File: config.mk
export PLATFORM = sky130hd
export DESIGN_NAME = servo_telemetry_uart_tx
export DESIGN_NICKNAME = d
export VERILOG_FILES = /design/src/rtl/servo_telemetry_uart_tx.sv
export SDC_FILE = /design/constraint.sdc
export NUM_CORES = 1
export LEC_CHECK = 0
export CAP_MARGIN = 10
export CORE_ASPECT_RATIO = 1.2
export CORE_MARGIN = 3
export CORE_UTILIZATION = 50
export CTS_BUF_LIST = sky130_fd_sc_hd__clkbuf_16
export DETAILED_ROUTE_END_ITERATION = 16
export PLACE_DENSITY_LB_ADDON = 0.25
export SYNTH_ARGS = -nofsm -noshare
export SYNTH_HDL_FRONTEND = slang
export SYNTH_SLANG_ARGS = --single-unit
export TNS_END_PERCENT = 5
File: constraint.sdc
create_clock -name clk50mhz -period 2.4 [get_ports clk50mhz]
set_input_delay 0.36 -clock clk50mhz [delete_from_list [all_inputs] [get_ports clk50mhz]]
set_output_delay 0.36 -clock clk50mhz [all_outputs]
set_load 0.05 [all_outputs]
File: src/rtl/servo_telemetry_uart_tx.sv
// 8N1 UART transmitter sending HEADER, pos_a, pos_b (and an 8-bit sum CHK) per accepted sample.
// Build option: define TX_CHECKSUM_EN to append the CHK byte (4-byte packets instead of 3).
module servo_telemetry_uart_tx #(
    parameter int unsigned CLK_FREQ  = 50000000,
    parameter int unsigned BAUD_RATE = 9600,
    parameter logic [7:0]  HEADER    = 8'hAA
) (
    input  logic       clk50mhz,
    input  logic       rst_n,
    input  logic       sample_valid,
    output logic       sample_ready,
    input  logic [7:0] pos_a,
    input  logic [7:0] pos_b,
    output logic       uart_tx,
    output logic       busy,
    output logic       pkt_done
);

    localparam int unsigned BAUD_TICK = CLK_FREQ / BAUD_RATE;
    localparam int unsigned CNT_W     = (BAUD_TICK > 1) ? $clog2(BAUD_TICK) : 1;
    localparam logic [CNT_W-1:0] TICK_LAST = CNT_W'(BAUD_TICK - 1);
    localparam logic [CNT_W-1:0] TICK_PRE  = CNT_W'(BAUD_TICK - 2);
`ifdef TX_CHECKSUM_EN
    localparam int unsigned N_BYTES = 4;
`else
    localparam int unsigned N_BYTES = 3;
`endif
    localparam logic [1:0] LAST_BYTE = 2'(N_BYTES - 1);

    typedef enum logic [1:0] {S_IDLE, S_START, S_DATA, S_STOP} state_t;

    state_t           r_state;
    logic [CNT_W-1:0] r_baud_cnt;
    logic [2:0]       r_bit_idx;
    logic [1:0]       r_byte_idx;
    logic             r_tx;
    logic             r_done;
    logic [7:0]       r_pos_a;
    logic [7:0]       r_pos_b;
    logic [7:0]       w_cur_byte;
    logic [2:0]       w_next_bit_idx;
    logic             w_bit_end;

    assign w_bit_end      = (r_baud_cnt == TICK_LAST);
    assign w_next_bit_idx = r_bit_idx + 3'd1;

    // Sample payload carries no reset: it is only read after an accepting edge.
    always_ff @(posedge clk50mhz) begin
        if (r_state == S_IDLE && sample_valid) begin
            r_pos_a <= pos_a;
            r_pos_b <= pos_b;
        end
    end

`ifdef TX_CHECKSUM_EN
    logic [7:0] r_chk;

    always_ff @(posedge clk50mhz) begin
        if (r_state == S_START && r_byte_idx == 2'd0) begin
            r_chk <= HEADER + r_pos_a + r_pos_b;
        end
    end
`endif

    always_comb begin
        w_cur_byte = HEADER;
        case (r_byte_idx)
            2'd1:    w_cur_byte = r_pos_a;
            2'd2:    w_cur_byte = r_pos_b;
`ifdef TX_CHECKSUM_EN
            2'd3:    w_cur_byte = r_chk;
`endif
            default: ;
        endcase
    end

    always_ff @(posedge clk50mhz or negedge rst_n) begin
        if (!rst_n) begin
            r_state    <= S_IDLE;
            r_baud_cnt <= '0;
            r_bit_idx  <= 3'd0;
            r_byte_idx <= 2'd0;
            r_tx       <= 1'b1;
            r_done     <= 1'b0;
        end else begin
            r_done <= 1'b0;
            case (r_state)
                S_IDLE: begin
                    r_tx <= 1'b1;
                    if (sample_valid) begin
                        r_state    <= S_START;
                        r_tx       <= 1'b0;
                        r_baud_cnt <= '0;
                        r_byte_idx <= 2'd0;
                    end
                end
                S_START: begin
                    if (w_bit_end) begin
                        r_baud_cnt <= '0;
                        r_bit_idx  <= 3'd0;
                        r_tx       <= w_cur_byte[0];
                        r_state    <= S_DATA;
                    end else begin
                        r_baud_cnt <= r_baud_cnt + CNT_W'(1);
                    end
                end
                S_DATA: begin
                    if (w_bit_end) begin
                        r_baud_cnt <= '0;
                        if (r_bit_idx == 3'd7) begin
                            r_tx    <= 1'b1;
                            r_state <= S_STOP;
                        end else begin
                            r_bit_idx <= w_next_bit_idx;
                            r_tx      <= w_cur_byte[w_next_bit_idx];
                        end
                    end else begin
                        r_baud_cnt <= r_baud_cnt + CNT_W'(1);
                    end
                end
                S_STOP: begin
                    // Raised one clock early so the registered pulse lands on the last stop clock.
                    if (r_byte_idx == LAST_BYTE && r_baud_cnt == TICK_PRE) begin
                        r_done <= 1'b1;
                    end
                    if (w_bit_end) begin
                        r_baud_cnt <= '0;
                        if (r_byte_idx == LAST_BYTE) begin
                            r_byte_idx <= 2'd0;
                            r_state    <= S_IDLE;
                        end else begin
                            r_byte_idx <= r_byte_idx + 2'd1;
                            r_tx       <= 1'b0;
                            r_state    <= S_START;
                        end
                    end else begin
                        r_baud_cnt <= r_baud_cnt + CNT_W'(1);
                    end
                end
                default: r_state <= S_IDLE;
            endcase
        end
    end

    assign uart_tx      = r_tx;
    assign sample_ready = (r_state == S_IDLE);
    assign busy         = (r_state != S_IDLE);
    assign pkt_done     = r_done;

endmodule

Word level (Yosys, flattened, before mapping)
Index checks and enable logic that the tools add are counted.

Bits in registers: 38. Input port bits: 19. Output and inout port bits: 4. Logic and storage cells: 68.

Add/subtract/negate cells: 3. $lt $le $gt $ge: 1. Equal/unequal tests: 15. Multiplexer cells: 30. Reductions and logical operators: 11.

Operators with widths (count): 13-bit equality test, second input constant (2); 13-bit 2-to-1 mux (2); 13-bit one-hot mux with 2 select lines (1); 2-bit 2-to-1 mux (8); 8-bit one-hot mux with 2 select lines (1); 2-bit inequality test, second input constant (7); 13-bit by 1-bit adder with 13-bit output, second input constant (1); 1-bit 2-to-1 mux (10); 3-bit 2-to-1 mux (3); 2-bit one-hot mux with 4 select lines (1); 4-bit AND reduction (2); 2-bit equality test, second input constant (3); 3-bit one-hot mux with 2 select lines (1); 2-bit nonzero test (3); 5-bit AND reduction (1); 2-bit by 1-bit equality test with 1-bit output, second input constant (2); 3-bit by 4-bit < comparator with 1-bit output, second input constant (1); 1-bit one-hot mux with 4 select lines (1); 2-bit one-hot mux with 2 select lines (1); 3-bit by 1-bit adder with 3-bit output, second input constant (1); 1-bit binary-select mux with 3-bit select (1); 3-bit equality test, second input constant (1); 3-bit AND reduction (1); 3-bit OR reduction (1); other kinds (3) (4).

Depth between registers and ports, before layout
Gate-level depths: netlist of run 1.

Word-level depth: 7. Depth in mapped cells: 8. Mapped depth without buffers: 7.

Least setup slack after synthesis of run 1
Ideal clock, no wire load.

Kind: flip-flop to flip-flop. From: register r_baud_cnt[9]. To: register r_state[1]. Setup time: 0.132 ns. Arrival: 2.265 ns. Required time: 2.268 ns. Slack: 0.003 ns. Cell stages (with the launch flop): 7. Path buffers: 1. Clock period less this slack: 2.397 ns. Path through: dfrtp_1 or4b_1 or4_1 buf_2 or2_4 o221ai_2 or3b_1.

Word-level cells in the longest chain between the ends: 3. Elaborated cells on any way between the ends: 5. Classes of those cells: eq/ne: 4; reduce/logical: 1.

Ends and longest elaborated chain: start: declaration (RTL line 33) `logic [CNT_W-1:0] r_baud_cnt;`; start signal: assignment (RTL line 104) `r_baud_cnt <= r_baud_cnt + CNT_W'(1);`; start signal: assignment (RTL line 118) `r_baud_cnt <= r_baud_cnt + CNT_W'(1);`; start signal: assignment (RTL line 137) `r_baud_cnt <= r_baud_cnt + CNT_W'(1);`; 13-bit equality test * (RTL line 44) `assign w_bit_end = (r_baud_cnt == TICK_LAST);`; 2-bit inequality test (no source line); 5-bit AND reduction (no source line) *; end signal: assignment (RTL line 79) `r_state <= S_IDLE;`; end signal: assignment (RTL line 91) `r_state <= S_START;`; end signal: assignment (RTL line 102) `r_state <= S_DATA;`; end: declaration (RTL line 32) `state_t r_state;`.

Every way passes the cells marked *; elsewhere a longest branch is shown, timed or not. A chain may end at the register's enable or synchronous reset.

Worst setup path in the final report of run 1
Ends and elaborated chain as after synthesis.

==> metrics.txt, run 1 <==
status=completed; Antenna Nets Post-Route=0; Layout Cells excl Fill=between 200 and 300; die height=roughly 77 um; worst-path fanout max=3; multiplexer area fraction after synthesis=less than 1%; Post-synth EDFFs=16; fmax=around 430 MHz; setup_tns=0 ns; Setup Crit Path Kind=flip-flop to flip-flop; Pins Over Slew Limit=0; DR WL/cell=16.0 um; leak pwr=just under 1 nW; largest net degree at the start of global routing=23; largest family of logic cells by synthesized area=simple AND/OR/NAND/NOR gates; share of cells above drive strength 1=a little over an eighth; RSZ-0062 raised after global routing=no; total core area=just under 4000 sq um; Least-Margin Pin Slew=between 0.4 and 0.5 ns; Nets=260; Die ar.=4960 sq um; clock-pin slew on the worst setup and hold paths=0.05 ns; compound-gate portion of the synthesized area=approximately 17%; Post-Route WL=roughly 4500 um; Mean Syn Cell Area=around 11 sq um; WP data arrival=2.50 ns; ys async rst share=57.9%; Worst-Skew Late Latency=approximately 0.28 ns; Worst Path Required=2.55 ns; Worst Hold Class=input port to asynchronous set/reset pin; Root Buffer=clkbuf_16; Initial DRC Count=between 100 and 150; total CTS buffers=5; Slew HR=around 67%; Simple-Gate Fraction of Synth Area=between 10% and 20%; die width=64.8 um; Seq/Total Area, Yosys=49.8%; Yosys warnings=0; Total GRT Usage=about 20%; syn_nets=226; initial antenna violation count=0; H-Tree Depth=2; Finished Cell Area=2560 sq um; worst vdd ir=between 0.4 and 0.5 mV; GRT overflow=0; Final GP Congestion=approximately 0.84; Starting Density=between 50% and 60%; Syn-to-layout area delta=23.3%; total power=roughly 1.3 mW; CTS tree=built; clock tree buffer depth=2; register bit total from synthesis=38; vias in the first global route=between 1,500 and 2,000; via total after detailed routing=about 1,600; final setup vio count=0; PwrDens=~510 nW/um^2; Port Buf Inserts=22; Final period util=a little over nine tenths; drt pass-1 iters=4; Netlist cell types=56; Post-DP HPWL=3330 um; Post-Syn Area=about 2100 sq um; Site Rows=25; Synth Flop Type=dfrtp_1; utilization after layout=64.4%; setup repair bufs after CTS=0; clk_skew=0.00424 ns; DRC viols=0; Synth Instances=195; via/cell ratio=between 5 and 6; max cap viols=0; dpl cell area=about 2400 sq um; wire length of the first global-routing pass=roughly 7600 um; clock sink total=38; Top-Level Pins=23; DP Cell Count=about 280; Post-Synth Adder-Cell Area=about 7.2%; type of origin of the critical path=flip-flop; ANT cells=0; fin crit period=around 2.3 ns; final hold vios=0; xor/xnor cell area share of the yosys netlist=~4.2%; crit end category=flip-flop
stage by stage:
step	setup WS, ns	hold WS, ns
2_1_floorplan	0.00338	0.0644
3_3_place_gp	0.0495	0.502
3_5_place_dp	0.0180	0.521
4_1_cts	0.00800	0.448
5_1_grt	0.0129	0.472
6_report	0.0568	0.441
per-layer routing:
layer / up-vias / part of all wire [%] / track usage [%]
li1: 784 / - / -
met4: 0 / 1.3 / 6.55
met2: 48 / 53 / 35.1
met1: 809 / 41 / 22.9
met3: 7 / 3.9 / 5.01
met5: - / 0 / 0
critical path: stages (launching register included):
cell and delay (ns):
dfrtp_1 0.38, or4b_4 0.54, or4_4 0.54, or2_4 0.26, o221ai_2 0.14, or3b_1 0.36
sequential cells by signal, indices dropped and copies added (netlist names):
| name | cells |
|---|---|
| pkt_done | 1 |
| r_baud_cnt | 13 |
| r_pos_b | 8 |
| r_byte_idx | 2 |
| uart_tx | 1 |
| r_pos_a | 8 |
| r_bit_idx | 3 |
| r_state | 2 |
cells in the mapped netlist (2+ instances only):
master | instances | area [sq um]
edfxtp_1 | 16 | 480
inv_1 | 15 | 56.3
nor2_1 | 18 | 67.6
nor4_1 | 6 | 37.5
clkbuf_1 | 5 | 18.8
nand2b_1 | 3 | 18.8
a22oi_1 | 8 | 60.1
ha_1 | 12 | 150
a21oi_1 | 8 | 40.0
nand3_1 | 5 | 25.0
a2111oi_0 | 2 | 17.5
dfrtp_1 | 21 | 526
nor3_1 | 3 | 15.0
nand4_1 | 4 | 25.0
o21ai_0 | 5 | 25.0
and2_1 | 3 | 18.8
xor2_1 | 3 | 26.3
xnor2_1 | 7 | 61.3
nand2_1 | 8 | 30.0
a211oi_1 | 4 | 30.0
o2bb2ai_1 | 4 | 35.0
power by group:
group / switching (mW) / internal, mW / leakage (nW)
registers: 0 / 0.679 / 0.422
logic: 0.0110 / 0.0265 / 0.496
clock network: 0.228 / 0.371 / 0.0723
total: 0.239 / 1.08 / 0.990
placed cells by master, fill, tap and decap left out, types with 2 or more instances in the layout:
cell type | synthesis | routed
nor2_1 | 18 | 18
ha_1 | 12 | 12
o21ai_0 | 5 | 5
xor2_1 | 3 | 3
dfrtp_1 | 21 | 21
buf_4 | 0 | 16
o2bb2ai_1 | 4 | 4
a211oi_1 | 4 | 4
nand3_1 | 5 | 5
a21oi_1 | 8 | 8
nand4_1 | 4 | 4
inv_1 | 15 | 17
nor4_1 | 6 | 6
nor3_1 | 3 | 3
xnor2_1 | 7 | 7
and2_1 | 3 | 3
nand2_1 | 8 | 8
nand2b_1 | 3 | 3
a2111oi_0 | 2 | 2
clkdlybuf4s50_1 | 0 | 20
a22oi_1 | 8 | 8
edfxtp_1 | 16 | 16
clkbuf_16 | 0 | 5
path summary, 6_finish.rpt:
path / from / endpoint / slack, ns / depth (start not counted)
min reg2reg: uart_tx$_DFFE_PN1P_ / uart_tx$_DFFE_PN1P_ / 0.53 / 1
min in group clk50mhz: uart_tx$_DFFE_PN1P_ / uart_tx$_DFFE_PN1P_ / 0.53 / 1
max: r_baud_cnt[9]$_DFFE_PN0P_ / r_state[1]$_DFFE_PN0P_ / 0.06 / 5
max reg2reg: r_baud_cnt[9]$_DFFE_PN0P_ / r_state[1]$_DFFE_PN0P_ / 0.06 / 5
max in group asynchronous: rst_n / uart_tx$_DFFE_PN1P_ / 1.68 / 2
min: rst_n / pkt_done$_DFF_PN0_ / 0.44 / 2
what timing repair did:
item / CTS / global route
gates resized for setup: 0 / 3
endpoints found under the hold margin: 0 / 0
endpoints found under the setup margin: 0 / 3
hold buffers: 0 / 0
final cells by class:
cell class / count / area [sq um]
clock buffers: 5 / 125
clock inverters: 2 / 7.51
fillers: 325 / 1410
inverters: 16 / 60.1
multi-input cells: 132 / 946
flip-flops and latches: 38 / 1030
well taps: 54 / 67.6
repair buffers: 36 / 320
logic make-up (layout without fill, tap and decap cells):
logic type      count (synthesis)  after routing
buf+inv                        25             59
compound gates                 46             46
mux                             1              1
xor+xnor                       10             10
fa+ha+maj                      12             12
simple gates                   63             63
flops                          38             38
Power figures use the tool's default switching activity.
==> run 2, diff against run 1 <==
--- a/config.mk
+++ b/config.mk
@@ -5,12 +5,13 @@
 export SDC_FILE = /design/constraint.sdc
 export NUM_CORES = 1
 export LEC_CHECK = 0
-export CAP_MARGIN = 10
+export CAP_MARGIN = 5
 export CORE_ASPECT_RATIO = 1.2
 export CORE_MARGIN = 3
 export CORE_UTILIZATION = 50
 export CTS_BUF_LIST = sky130_fd_sc_hd__clkbuf_16
 export DETAILED_ROUTE_END_ITERATION = 16
+export GPL_TIMING_DRIVEN = 0
 export PLACE_DENSITY_LB_ADDON = 0.25
 export SYNTH_ARGS = -nofsm -noshare
 export SYNTH_HDL_FRONTEND = slang
==> run 2 against run 1 <==
Against the previous run: maximum frequency decreased by 5.1%; first-iteration DRC count shrank 34%; via count down 5.0%; non-clock buffer count fell by 7; the run now ends with setup timing left; clock-buffer cell count stayed put; hold slack improved by 0.086 ns; cell count decreased by 2.1%; utilization shrank 0.63 points.
==> metrics.txt, run 2 (synthesized netlist as in run 1, its figures left out) <==
utilization after layout=63.8% (-0.63 points); biggest regs=r_baud_cnt x13, r_pos_a x8, r_pos_b x8; FF-to-FF End=r_state[1]$_DFFE_PN0P_; Pins Over Slew Limit=0 (unchanged); R2R Setup Slk=-0.07 ns (-0.13 ns); grt met2 use=31.4% (-3.7 points); Setup Crit Path Kind=flip-flop to flip-flop; total CTS buffers=5 (unchanged); Total GRT Usage=18.1% (-1.7 points); H-Tree Depth=2 (unchanged); crit end category=flip-flop; fmax=405 MHz (-5.1%); vias in the first global route=1,518 (-8.4%); reg-to-reg startpoint=r_baud_cnt[7]$_DFFE_PN0P_; total power=1.31 mW (-0.12%); status=complete, but fails checks; Finished Cell Area=2530 sq um (-0.98%); total core area=3970 sq um (unchanged); Final period util=103% (+5.2 points); die width=64.8 um (unchanged); Worst-Skew Late Latency=0.28 ns (about the same); Port Buf Inserts=22 (unchanged); max cap viols=0 (unchanged); Site Rows=25 (unchanged); largest net degree at the start of global routing=23 (unchanged); worst vdd ir=0.407 mV (-15%); die height=76.6 um (unchanged); clock tree buffer depth=2 (unchanged); cts hold-fix bufs=0 (unchanged); Syn-to-layout area delta=22.1%; violated checks=setup timing; Slew HR=32.7% (-34 points); clk_skew=0.00549 ns (+0.00126 ns); RSZ-0062 raised after global routing=yes; Hold Path End=r_bit_idx[2]$_DFFE_PN0P_; setup_tns=-0.0690 ns (-0.0690 ns); WHS Path Cells=1; PwrDens=519 nW/um^2 (+0.87%); DRC viols=0 (unchanged); Post-DP HPWL=2970 um (-11%); dpl cell area=2360 sq um (-2.3%); via total after detailed routing=1,565 (-5.0%); min-delay src=r_bit_idx[2]$_DFFE_PN0P_; Nets=253 (-2.7%); drt pass-1 iters=4 (unchanged); leak pwr=0.967 nW (-2.3%); Layout fillers=350 (+7.7%); Worst Hold Class=flip-flop to flip-flop; clock-pin slew on the worst setup and hold paths=0.06 ns (about the same); share of cells above drive strength 1=10.3% (-2.8 points); commonest non-fill, non-tap cells in the layout=clkdlybuf4s50_1, dfrtp_1, inv_1; CTS tree=built; initial antenna violation count=0 (unchanged); Antenna Nets Post-Route=0 (unchanged); via/cell ratio=5.65 (-3.0%); Least-Margin Pin Slew=1.01 ns (+0.513 ns); WP data arrival=2.62 ns (+0.12 ns); met3 Usage GRT=4.42% (-0.59 points); type of origin of the critical path=flip-flop; Largest register FFs=13 (unchanged); global routing's busiest layer=met2; final hold vios=0 (unchanged); GRT overflow=0 (unchanged); clock sink total=38 (unchanged); setup slack after layout=-0.0690 ns (-0.126 ns); Top-Level Pins=23 (unchanged); worst-path fanout max=7 (+4); fin crit period=2.47 ns (+0.126 ns); Min Hold Slack=0.528 ns (+0.0864 ns); Register-to-Register Path Depth=6 (+1); Biggest register=r_baud_cnt; Root Buffer=clkbuf_16; DR WL/cell=14.7 um (-8.0%); Die ar.=4960 sq um (unchanged); final setup vio count=1 (+1); wire length of the first global-routing pass=6910 um (-8.8%); Starting Density=52.2% (unchanged); Post-Route WL=4070 um (-10%); GR Layer Usage met1=21.4% (-1.5 points); Initial DRC Count=73 (-34%); Final GP Congestion=0.884 (+5.5%); ANT cells=0 (unchanged); Worst Path Required=2.56 ns (about the same)
[run 2: changes by cell type in the layout (fill, tap and decap cells not counted), sizes merged]
cell         previous run  this run
buf                    16         3
clkbuf                  5         9
dlygate4sd2             0         2
inv                    17        18
[run 2: worst max path at each step]
| stage | depth (start not counted) | to | slack (ns) | from |
|---|---|---|---|---|
| 2_1_floorplan | 6 | r_state[1]$_DFFE_PN0P_ | 0.003 | r_baud_cnt[9]$_DFFE_PN0P_ |
| 3_3_place_gp | 6 | r_baud_cnt[9]$_DFFE_PN0P_ | -0.37 | r_baud_cnt[9]$_DFFE_PN0P_ |
| 3_5_place_dp | 6 | r_baud_cnt[4]$_DFFE_PN0P_ | -0.42 | r_baud_cnt[9]$_DFFE_PN0P_ |
| 4_1_cts | 6 | r_state[1]$_DFFE_PN0P_ | -0.09 | r_baud_cnt[7]$_DFFE_PN0P_ |
| 5_1_grt | 6 | r_state[1]$_DFFE_PN0P_ | -0.12 | r_baud_cnt[7]$_DFFE_PN0P_ |
| 6_report | 6 | r_state[1]$_DFFE_PN0P_ | -0.07 | r_baud_cnt[7]$_DFFE_PN0P_ |
[run 2: final cells by class]
type                            count  area, sq um  share of cell area [%]
Clock inverter                      3         11.3                   0.444
Multi-Input combinational cell    132          975                    38.5
Timing Repair Buffer               22          218                    8.59
Tap cell                           54         67.6                    2.67
Inverter                           16         60.1                    2.37
Sequential cell                    38         1030                    40.8
Clock buffer                        5          125                    4.94
Buffer                              7         43.8                    1.73
[run 2: worst max-delay path, cell delays in order (launching register included)]
cell and delay (ns):
dfrtp_2 0.45, or4bb_1 0.52, or4_4 0.50, buf_6 0.15
or2_4 0.24, o221ai_2 0.14, or3b_1 0.35
[run 2: power breakdown]
group / leakage (nW) / internal [mW] / switching, mW
clock network: 0.0776 / 0.373 / 0.226
registers: 0.420 / 0.679 / 0
logic: 0.469 / 0.0254 / 0.0106
total: 0.967 / 1.08 / 0.237
[run 2: timing repair]
| item | 4_1_cts | 5_1_grt |
|---|---|---|
| setup buffers | 0 | 0 |
| pin swaps | 1 | 0 |
| gates resized for setup | 10 | 4 |
| endpoints found under the setup margin | 20 | 15 |
[run 2: stage by stage]
| step | instances | setup slack, ns |
|---|---|---|
| 4_1_cts | 279 | -0.0892 |
| 3_3_place_gp | 271 | -0.367 |
| 5_1_grt | 277 | -0.122 |
| 3_5_place_dp | 271 | -0.423 |
| 2_1_floorplan | 195 | 0.00338 |
| 6_report | 277 | -0.0690 |
[run 2: metal layers]
layer / wire, um / part of all wire [%]
met3: 165 / 4.1
met4: 48 / 1.2
met1: 1630 / 40
met2: 2230 / 55
met5: 0 / 0
==> run 3, diff against run 2 <==
--- a/config.mk
+++ b/config.mk
@@ -8,8 +8,9 @@
 export CAP_MARGIN = 5
 export CORE_ASPECT_RATIO = 1.2
 export CORE_MARGIN = 3
-export CORE_UTILIZATION = 50
+export CORE_UTILIZATION = 58
 export CTS_BUF_LIST = sky130_fd_sc_hd__clkbuf_16
+export CTS_CLUSTER_DIAMETER = 80
 export DETAILED_ROUTE_END_ITERATION = 16
 export GPL_TIMING_DRIVEN = 0
 export PLACE_DENSITY_LB_ADDON = 0.25
==> constraint.sdc (replaced) <==
create_clock -name clk50mhz -period 3.05 [get_ports clk50mhz]
set_input_delay 0.4575 -clock clk50mhz [delete_from_list [all_inputs] [get_ports clk50mhz]]
set_output_delay 0.4575 -clock clk50mhz [all_outputs]
set_load 0.05 [all_outputs]
==> run 3 against run 2 <==
Against the previous run: the run now ends clean; register-to-register slack better by 0.37 ns; flip-flop and latch count unchanged; critical path depth up 2; die area down 13%; maximum frequency down 10%.
==> metrics.txt, run 3 (synthesized netlist as in run 1, its figures left out) <==
clock-pin slew on the worst setup and hold paths=0.05 ns (about the same); Nets=255 (+0.79%); largest net degree at the start of global routing=23 (unchanged); PwrDens=425 nW/um^2 (-18%); Finished Cell Area=2480 sq um (-2.0%); final setup vio count=0 (-1); Top-Level Pins=23 (unchanged); commonest non-fill, non-tap cell in the layout=clkdlybuf4s50_1; Starting Density=61.1% (+8.9 points); CP Cell Sequence=inv_1 -> ha_1 -> clkbuf_1 -> a22oi_1 -> a2111oi_0 -> a211oi_1 -> a2111oi_1 -> o32a_1; worst-path fanout max=10 (+3); H-Tree Depth=2 (unchanged); Initial DRC Count=99 (+36%); Biggest register=r_baud_cnt; Final period util=90.3% (-13 points); Worst-Skew Late Latency=0.28 ns (about the same); Place WS=0.227 ns (+0.650 ns); clock sink total=38 (unchanged); DP Cell Count=254 (-6.3%); Antenna Nets Post-Route=0 (unchanged); utilization after layout=73.1% (+9.4 points); setup_tns=0 ns (+0.0690 ns); Layout Cells excl Fill=262 (-5.4%); share of cells above drive strength 1=8.00% (-2.3 points); Critical-path top delay cell=a2111oi_1; CTS tree=built; clk_skew=0.00626 ns (+0.000762 ns); total core area=3400 sq um (-15%); Slew HR=33.2% (+0.52 points); cts hold-fix bufs=0 (unchanged); Pins Over Slew Limit=0 (unchanged); Min Hold Slack=0.524 ns (-0.00420 ns); Worst Path Required=3.27 ns (+0.71 ns); fmax=363 MHz (-10%); max cap viols=0 (unchanged); DRC viols=0 (unchanged); Site Rows=23 (-8.0%); final hold vios=0 (unchanged); initial antenna violation count=0 (unchanged); ANT cells=0 (unchanged); wire length of the first global-routing pass=7430 um (+7.6%); die height=71.5 um (-6.6%); RSZ-0062 raised after global routing=no; Final GP Congestion=0.891 (+0.72%); commonest non-fill, non-tap cells in the layout=clkdlybuf4s50_1, dfrtp_1, nor2_1; Post-DP HPWL=3260 um (+9.5%); CP top delay family=compound AO/OA/AOI/OAI gates; via total after detailed routing=1,629 (+4.1%); crit end category=flip-flop; Worst Hold Class=flip-flop to flip-flop; Port Buf Inserts=22 (unchanged); total CTS buffers=5 (unchanged); setup slack after layout=0.297 ns (+0.366 ns); total power=1.06 mW (-20%); dpl cell area=2340 sq um (-0.90%); type of origin of the critical path=flip-flop; vias in the first global route=1,793 (+18%); CP Buf/Inv Count=2 (+1); WP data arrival=2.97 ns (+0.35 ns); post_cts resized=0 (-10); Setup Crit Path Kind=flip-flop to flip-flop; Least-Margin Pin Slew=0.999 ns (-0.00771 ns); die width=60.6 um (-6.5%); leak pwr=0.933 nW (-3.6%); biggest regs=r_baud_cnt x13, r_pos_a x8, r_pos_b x8; Crit path largest cell delay=0.56 ns (+0.04 ns); Root Buffer=clkbuf_16; fin crit period=2.75 ns (+0.284 ns); worst vdd ir=0.256 mV (-37%); status=completed; Die ar.=4330 sq um (-13%); DR WL/cell=16.8 um (+14%); via/cell ratio=6.22 (+10%); Total GRT Usage=22.9% (+4.8 points); Largest register FFs=13 (unchanged); clock tree buffer depth=2 (unchanged); drt pass-1 iters=6 (+2); setup repair bufs after CTS=0 (unchanged); Post-Route WL=4400 um (+8.1%); Syn-to-layout area delta=19.7%; GRT overflow=0 (unchanged)
run 3: cell count changes in the layout (fill, tap and decap cells not counted), moves of 2 or more:
cell | before | now
clkdlybuf4s50_1 | 20 | 22
inv_1 | 18 | 15
dlygate4sd2_1 | 2 | 0
clkbuf_1 | 2 | 5
run 3: per-layer routing:
| metal | routed length (um) | global-route usage (%) | up-vias |
|---|---|---|---|
| li1 | - | - | 778 |
| met1 | 1660 | 23.7 | 780 |
| met5 | 0 | 0 | - |
| met4 | 124 | 11.8 | 0 |
| met2 | 2400 | 40.7 | 55 |
| met3 | 212 | 6.31 | 16 |
run 3: layout make-up:
class,count,area [sq um]
inverters,16,60.1
multi-input cells,132,940
clock buffers,5,125
repair buffers,22,220
flip-flops and latches,38,1030
plain buffers,9,43.8
well taps,37,46.3
clock inverters,3,16.3
fillers,237,912
run 3: report_power, final:
part           leakage, nW  internal, mW  switching (mW)  total (mW)
clock network       0.0699         0.298           0.196       0.494
registers            0.422         0.534               0       0.534
logic                0.441        0.0201         0.00880      0.0289
total                0.933         0.852           0.204        1.06
run 3: worst paths after layout:
| kind | from | end | slack [ns] | depth (start not counted) |
|---|---|---|---|---|
| setup / recovery | r_byte_idx[0]$_DFFE_PN0P_ | uart_tx$_DFFE_PN1P_ | 0.30 | 8 |
| hold / removal | uart_tx$_DFFE_PN1P_ | uart_tx$_DFFE_PN1P_ | 0.52 | 1 |
| setup reg to reg | r_byte_idx[0]$_DFFE_PN0P_ | uart_tx$_DFFE_PN1P_ | 0.30 | 8 |
| hold reg to reg | uart_tx$_DFFE_PN1P_ | uart_tx$_DFFE_PN1P_ | 0.52 | 1 |
| max in group asynchronous | rst_n | r_state[0]$_DFFE_PN0P_ | 1.72 | 1 |
| min in group asynchronous | rst_n | r_baud_cnt[5]$_DFFE_PN0P_ | 0.72 | 1 |
